==> src/rtl/rat_mul_div_pipe.sv <==
// rat_mul_div_pipe
//   Pipelined rational multiply/divide: s = l * r or s = l / r on signed
//   numerator/denominator pairs. No GCD reduction, no rounding. The result
//   denominator is made non-negative. Results are truncated to WIDTH bits.
//
//   Optional feature macro: RAT_MULDIV_OVF_EN
//     defined   -> ovf flags results whose normalised products do not
//                  sign-fit in WIDTH bits
//     undefined -> ovf tied to 0
//
// Ports
//   clk, rst                  clock, synchronous active-high reset
//   in_valid/in_ready         operand handshake
//   enable_div                1 = divide, 0 = multiply (per transaction)
//   l_num,l_den,r_num,r_den   operands, WIDTH-bit two's complement
//   out_valid/out_ready       result handshake
//   s_num,s_den               result (truncated to WIDTH bits)
//   zero_den                  full-width result denominator is zero
//   ovf                       result not representable in WIDTH bits
module rat_mul_div_pipe #(
  parameter int WIDTH  = 32,
  parameter int STAGES = 2
) (
  input  logic             clk,
  input  logic             rst,
  input  logic             in_valid,
  output logic             in_ready,
  input  logic             enable_div,
  input  logic [WIDTH-1:0] l_num,
  input  logic [WIDTH-1:0] l_den,
  input  logic [WIDTH-1:0] r_num,
  input  logic [WIDTH-1:0] r_den,
  output logic             out_valid,
  input  logic             out_ready,
  output logic [WIDTH-1:0] s_num,
  output logic [WIDTH-1:0] s_den,
  output logic             zero_den,
  output logic             ovf
);

  localparam int W2 = 2 * WIDTH;

  typedef struct packed {
    logic [WIDTH-1:0] num;
    logic [WIDTH-1:0] den;
    logic             zd;
    logic             ovf;
  } res_t;

  // Global advance: the whole pipe moves together whenever the output slot
  // is empty or being drained, so bubbles are never squeezed out.
  logic advance;
  logic in_fire;
  assign advance  = !out_valid || out_ready;
  assign in_ready = advance && !rst;
  assign in_fire  = in_valid && in_ready;

  logic [STAGES:1] vld_pipe_q;

  // Stage 1: operand selection. Division by r is multiplication by r's
  // reciprocal, so r_num/r_den swap roles.
  logic signed [WIDTH-1:0] a_q, b_q, c_q, d_q;

  // Stage 2 combinational: full-width products and sign normalisation.
  logic signed [W2-1:0] p_raw, q_raw, p_n, q_n;
  logic                 ovf_n;
  res_t                 res_n;

  assign p_raw = $signed({{WIDTH{a_q[WIDTH-1]}}, a_q}) * $signed({{WIDTH{b_q[WIDTH-1]}}, b_q});
  assign q_raw = $signed({{WIDTH{c_q[WIDTH-1]}}, c_q}) * $signed({{WIDTH{d_q[WIDTH-1]}}, d_q});
  // |product| <= 2^(2W-2), so negation at 2W bits cannot wrap.
  assign p_n   = q_raw[W2-1] ? -p_raw : p_raw;
  assign q_n   = q_raw[W2-1] ? -q_raw : q_raw;

`ifdef RAT_MULDIV_OVF_EN
  // A value sign-fits in WIDTH bits when bits [2W-1:W-1] are all equal.
  function automatic logic sfits(input logic [W2-1:0] x);
    logic [WIDTH:0] top;
    top = x[W2-1:WIDTH-1];
    return (&top) | (~|top);
  endfunction
  assign ovf_n = !sfits(p_n) || !sfits(q_n);
`else
  logic unused_p_hi;
  assign ovf_n       = 1'b0;
  assign unused_p_hi = ^p_n[W2-1:WIDTH];
`endif

  assign res_n.num = p_n[WIDTH-1:0];
  assign res_n.den = q_n[WIDTH-1:0];
  assign res_n.zd  = (q_n == '0);
  assign res_n.ovf = ovf_n;

  // Stages 2..STAGES: result registers; 3..STAGES are pure retiming delay.
  res_t res_q [STAGES:2];

  always_ff @(posedge clk) begin
    if (rst) begin
      vld_pipe_q <= '0;
      a_q        <= '0;
      b_q        <= '0;
      c_q        <= '0;
      d_q        <= '0;
      for (int k = 2; k <= STAGES; k++) res_q[k] <= '0;
    end else if (advance) begin
      vld_pipe_q <= {vld_pipe_q[STAGES-1:1], in_fire};
      a_q        <= l_num;
      b_q        <= enable_div ? r_den : r_num;
      c_q        <= l_den;
      d_q        <= enable_div ? r_num : r_den;
      res_q[2]   <= res_n;
      for (int k = 3; k <= STAGES; k++) res_q[k] <= res_q[k-1];
    end
  end

  assign out_valid = vld_pipe_q[STAGES];
  assign s_num     = res_q[STAGES].num;
  assign s_den     = res_q[STAGES].den;
  assign zero_den  = res_q[STAGES].zd;
  assign ovf       = res_q[STAGES].ovf;

endmodule

==> config.mk <==
export PLATFORM = sky130hd
export DESIGN_NAME = rat_mul_div_pipe
export DESIGN_NICKNAME = d
export VERILOG_FILES = /design/src/rtl/rat_mul_div_pipe.sv
export SDC_FILE = /design/constraint.sdc
export NUM_CORES = 2
export LEC_CHECK = 0
export CORE_ASPECT_RATIO = 0.8
export CORE_MARGIN = 5
export CORE_UTILIZATION = 50
export DETAILED_ROUTE_END_ITERATION = 16
export PLACE_DENSITY = 0.7
export REMOVE_ABC_BUFFERS = 1
export SLEW_MARGIN = 20
export SYNTH_ARGS = -nofsm -noshare
export SYNTH_HDL_FRONTEND = slang
export SYNTH_SLANG_ARGS = --single-unit
==> constraint.sdc <==
create_clock -name clk -period 11.55 [get_ports clk]
set_clock_uncertainty 0.05 [all_clocks]
set_input_delay 1.155 -clock clk [delete_from_list [all_inputs] [get_ports clk]]
set_output_delay 1.155 -clock clk [all_outputs]
set_load 0.1 [all_outputs]
======== Word level (Yosys, flattened, before mapping) ========
Memories as Yosys holds them, arrays and structs flattened.
Index checks and enable logic that the tools add are counted.
word-level totals
  word-level logic and storage cells ...... 27
  memories ................................ 1
  memory bits (writable) .................. 65
  register bits ........................... 130
  input port bits ......................... 133
memory list
  name   words  width  read ports  clocked after Yosys merged registers in  wr ports  RTL line  RTL
  res_q  1      65     1           0                                        1         95        res_t res_q [STAGES:2];
cells by class
  multiplexer cells ....................... 10
  bitwise operators ....................... 1
  add/sub/neg operators ................... 2
  reduce and logical (&&, ||, !) cells .... 6
  multipliers ............................. 2
operators with widths
  operator                                        count
  32-bit 2-to-1 mux                               3
  65-bit 2-to-1 mux                               1
  64-bit logical NOT                              1
  32-bit by 32-bit multiplier with 64-bit output  1
  64-bit 2-to-1 mux                               1
  64-bit negator                                  1
  32-bit by 32-bit multiplier with 32-bit output  1
  32-bit negator                                  1
  1-bit 2-to-1 mux                                5
  1-bit logical AND                               2
  1-bit logical NOT                               2
  1-bit logical OR                                1
  1-bit bitwise OR                                1

======== Depth between registers and ports, before layout ========
  depth in word-level cells ............... 6
  depth in mapped cells ................... 37

======== Worst setup path before layout ========
Ideal clock, no wire load.
  path type ............................... reg-to-reg
  start ................................... register d_q[2]
  end ..................................... memory res_q[2][0] in the netlist's numbering (data pin)
  setup time .............................. 169 ps
  cell stages (with the launch flop) ...... 33
  setup slack ............................. 1914 ps
  arrival time ............................ 9417 ps
  buffers on the path ..................... 2
  path through ............................ dfxtp_1 clkbuf_1 nand2_1 inv_1 fa_1 fa_1 fa_1 inv_1 fa_1 inv_1 fa_1 fa_1 inv_1 fa_1 inv_1 fa_1 ha_1 a21oi_1 o21ai_0 nor2b_1 a2111oi_0 o22ai_1 a211oi_1 xnor2_1 clkbuf_1 nand4_1 nor4_1 a31oi_1 nor4_1 nand4_1 nor4_1 nand4_1 nor4b_2
between the ends
  word-level cells in the longest chain between the ends .. 5
ends and longest elaborated chain
  element                                           RTL line  RTL
  from (decl)                                       62        logic signed [WIDTH-1:0] a_q, b_q, c_q, d_q;
  from (signal assigned)                            110       d_q <= enable_div ? r_num : r_den;
  32-bit by 32-bit multiplier with 64-bit output *  70        assign q_raw = $signed({{WIDTH{c_q[WIDTH-1]}}, c_q}) * $signed({{WIDTH{d_q[WIDTH-1]}}, d_q});
  64-bit negator                                    73        assign q_n = q_raw[W2-1] ? -q_raw : q_raw;
  64-bit 2-to-1 mux *                               73
  64-bit logical NOT *                              91        assign res_n.zd = (q_n == '0);
  65-bit 2-to-1 mux (no line) *                     --
  to (decl)                                         95
Every way passes the cells marked *; elsewhere a longest branch is shown, timed or not.

======== Worst setup path in the final report ========
  start ................................... register d_q[11]
  end ..................................... memory res_q[2][0] in the netlist's numbering (data pin)
Same word-level chain as after synthesis.

==> results.md <==
* Number of enable flip-flop cells after synthesis at 65
* Clock insertion delay at the later pin of the skew report at 0.57 ns
* Die Footprint at ~0.13 mm^2
* Total cell area at the placement stage at 0.06649 mm^2
* Result of the run: finished clean
* WL/cell at 20.41 um
* Critical setup path kind: flip-flop to flip-flop
* Area added between synthesis and finish at 6.685%
* Clock transition at the registers of the reported paths at about 0.10 ns
* Count of standard-cell rows at approximately 120
* Crit Path Max Fanout at 21
* Maximum buffer depth of the clock tree at 2
* Overall via count from detail_route at about 48000
* Most used cell, CP: fa_1
* Vias in the first global route at about 51000
* Most used DFF post-synth: dfxtp_1
* Die Height at about 330 um
* Number of hold violations in the final report at 0
* Maximum number of pins on one net before global-route repair at 68
* Average via count per standard cell at 5.528
* Antenna violation net count after detailed routing at 0
* Post-CTS Resized at 0
* Critical path required time at around 12 ns
* Number of DRC violations after detailed-routing iteration 0 at 3599
* CP endpoint kind: flip-flop
* Die span in x at ~410 um
* Count of cells along the worst register-to-register path at 29
* Share of the synthesized area in the top cell type at a little under half
* Core region area at 0.1251 mm^2
* Routability congestion estimate from global placement at between 0.9 and 1
* Final number of max-transition violations at 0
* Standard cell with the maximum stage delay on the critical path: fa_1
* TritonCTS clock tree: built
* Synth area leaders: fa_1, inv_1, ha_1
* Clock buffer count from CTS at 17
* Setup repair after global routing missed its margin: no
* Yosys top cell by area: fa_1
* Hold Crit Class: flip-flop to flip-flop
* Number of clock sinks at 195
* Share of flip-flops with an asynchronous set or reset at 0%
* Count of H-tree levels built during CTS at 4
* DP HPWL at approximately 150000 um
* Clock root cell: clkbuf_16
* Final layout net count at around 8900
* Number of instances in the synthesized netlist at between 6000 and 7000
* Number of setup buffers added after CTS at 0
* Detailed-router iteration count before antenna repair at 5
* Synthesis warning total at 0
* Fraction of the yosys area taken by sequential cells at 7.234%
* Arrival time at the worst endpoint at ~11 ns
* Crit path launch type: flip-flop
* Total of endpoints with negative setup slack in the final report at 0
* Layout cell share with drive strength beyond 1 at 3.253%
* Highest clock frequency the design can meet at ~91 MHz
* Smallest setup slack after layout at around 0.6 ns
* Initial core utilization at 50.32%
* Hold Buf Count CTS at 0
* Synthesized area divided by synthesized cell count at 9.010 um^2
* Pin slew with the least headroom to its limit at 1.161 ns
* Count of buffers from port buffering at 199
* Largest stage delay, worst path at 0.98 ns
* Worst-case setup slack after placement at 0.7251 ns
* Setup TNS at 0 ns
* Crit share post-route at between 90% and 100%
* Global routing usage summed across all routing layers at a little over a quarter
* Global-route wire length before repair at approximately 280000 um
* Number of stages on the worst hold path at 2
* Detailed-route DRC error count at 0
* Cell area after layout at around 0.067 mm^2
* Total grt overflow at 0
* Final Routed Wirelength at ~180000 um
* Cell variety after synth at 107
* # Max-Cap Violations at 0
* Antenna violations before repair at 4
* Worst slew margin at 22.46%
* Area of the mapped netlist at 0.06296 mm^2
* Number of top-level design ports at ~200
* Synthesis-stage register bit count at between 150 and 200
* Tmin final at between 10 and 15 ns
[kinds of logic (layout without fill, tap and decap cells)]
kind of cell	Yosys count	in the layout	share of synthesized area (%)
muxes	71	71	1.133
adders and majority gates	1826	1826	54.05
xor gates and xnor gates	207	207	2.892
DFF	195	195	7.234
AOI/OAI and AO/OA	592	592	6.312
buffers and inverters	1910	1869	11.42
other	1	2	0.005956
and+or+nand+nor	2186	2186	16.95
[Yosys cell counts (all sizes together) (48+ instances only)]
cell       n
o21ai    157
nand2   1050
xnor2    133
xor2      74
a21oi    132
edfxtp    65
clkbuf   381
inv     1513
nor3      48
dfxtp    130
nor2     189
fa      1490
a22o      65
ha       336
mux2i     69
and2     658
[path summary, 6_finish.rpt]
kind	startpoint	endpoint	slack [ns]
hold / removal	vld_pipe_q[1]$_SDFFE_PP0N_	vld_pipe_q[2]$_SDFFE_PP0N_	0.43
hold reg to reg	vld_pipe_q[1]$_SDFFE_PP0N_	vld_pipe_q[2]$_SDFFE_PP0N_	0.43
setup reg to reg	d_q[11]$_SDFFE_PP0N_	res_q[2][0]$_SDFFCE_PN0P_	0.61
setup / recovery	d_q[11]$_SDFFE_PP0N_	res_q[2][0]$_SDFFCE_PN0P_	0.61
[cell usage in the layout (no fill, tap or decap), types with 122 or more instances in the layout]
cell,netlist,final
inv_1,1513,1512
nor2_1,189,188
nand2_1,1050,1050
xnor2_1,133,132
buf_4,1,125
and2_1,656,656
clkdlybuf4s50_1,0,198
a21oi_1,131,131
dfxtp_1,130,122
o21ai_0,151,151
ha_1,336,336
fa_1,1490,1490
[worst max-delay path, delay by kind of cell, from the launching register on]
family                   cells  cell delay (ns)
flip-flops                   1             0.90
XOR/XNOR                     1             0.70
AO/OA/AOI/OAI                4             0.88
adder cells (fa/ha/maj)      9             5.25
AND/OR/NAND/NOR              9             2.06
buffers and inverters        6             0.88
[metal layers]
layer	track usage, %	wire length (um)	vias up
met4	7.789	5108	0
met1	39.68	75080	24613
li1	-	-	20720
met3	4.967	15590	218
met2	42.40	79710	1994
met5	0	0	-
[state kept, by name, indices dropped and copies added (netlist names)]
register / cells
res_q: 65
a_q: 32
b_q: 32
c_q: 32
d_q: 32
vld_pipe_q: 2
[per-stage QoR]
step / util [%] / cells / hold slack [ns]
4_1_cts: 53.68 / 8599 / 0.4288
3_3_place_gp: 53.15 / 8567 / 0.3840
6_report: 53.69 / 8600 / 0.4284
3_5_place_dp: 53.15 / 8567 / 0.3986
5_1_grt: 53.69 / 8600 / 0.4563
2_1_floorplan: - / 6592 / 0.3703
[cell type report]
cell class	instances	area, um^2
fill	11361	57940
multi-input combinational	4883	51270
inverter	1514	5685
sequential	195	4564
timing repair buffer	323	2920
tap	1652	2067
clock buffer	17	425.4
clock inverter	15	237.7
antenna	1	2.502
Power is not shown: default switching activity piles up to over one toggle a cycle in this logic, so the estimate is an artifact.
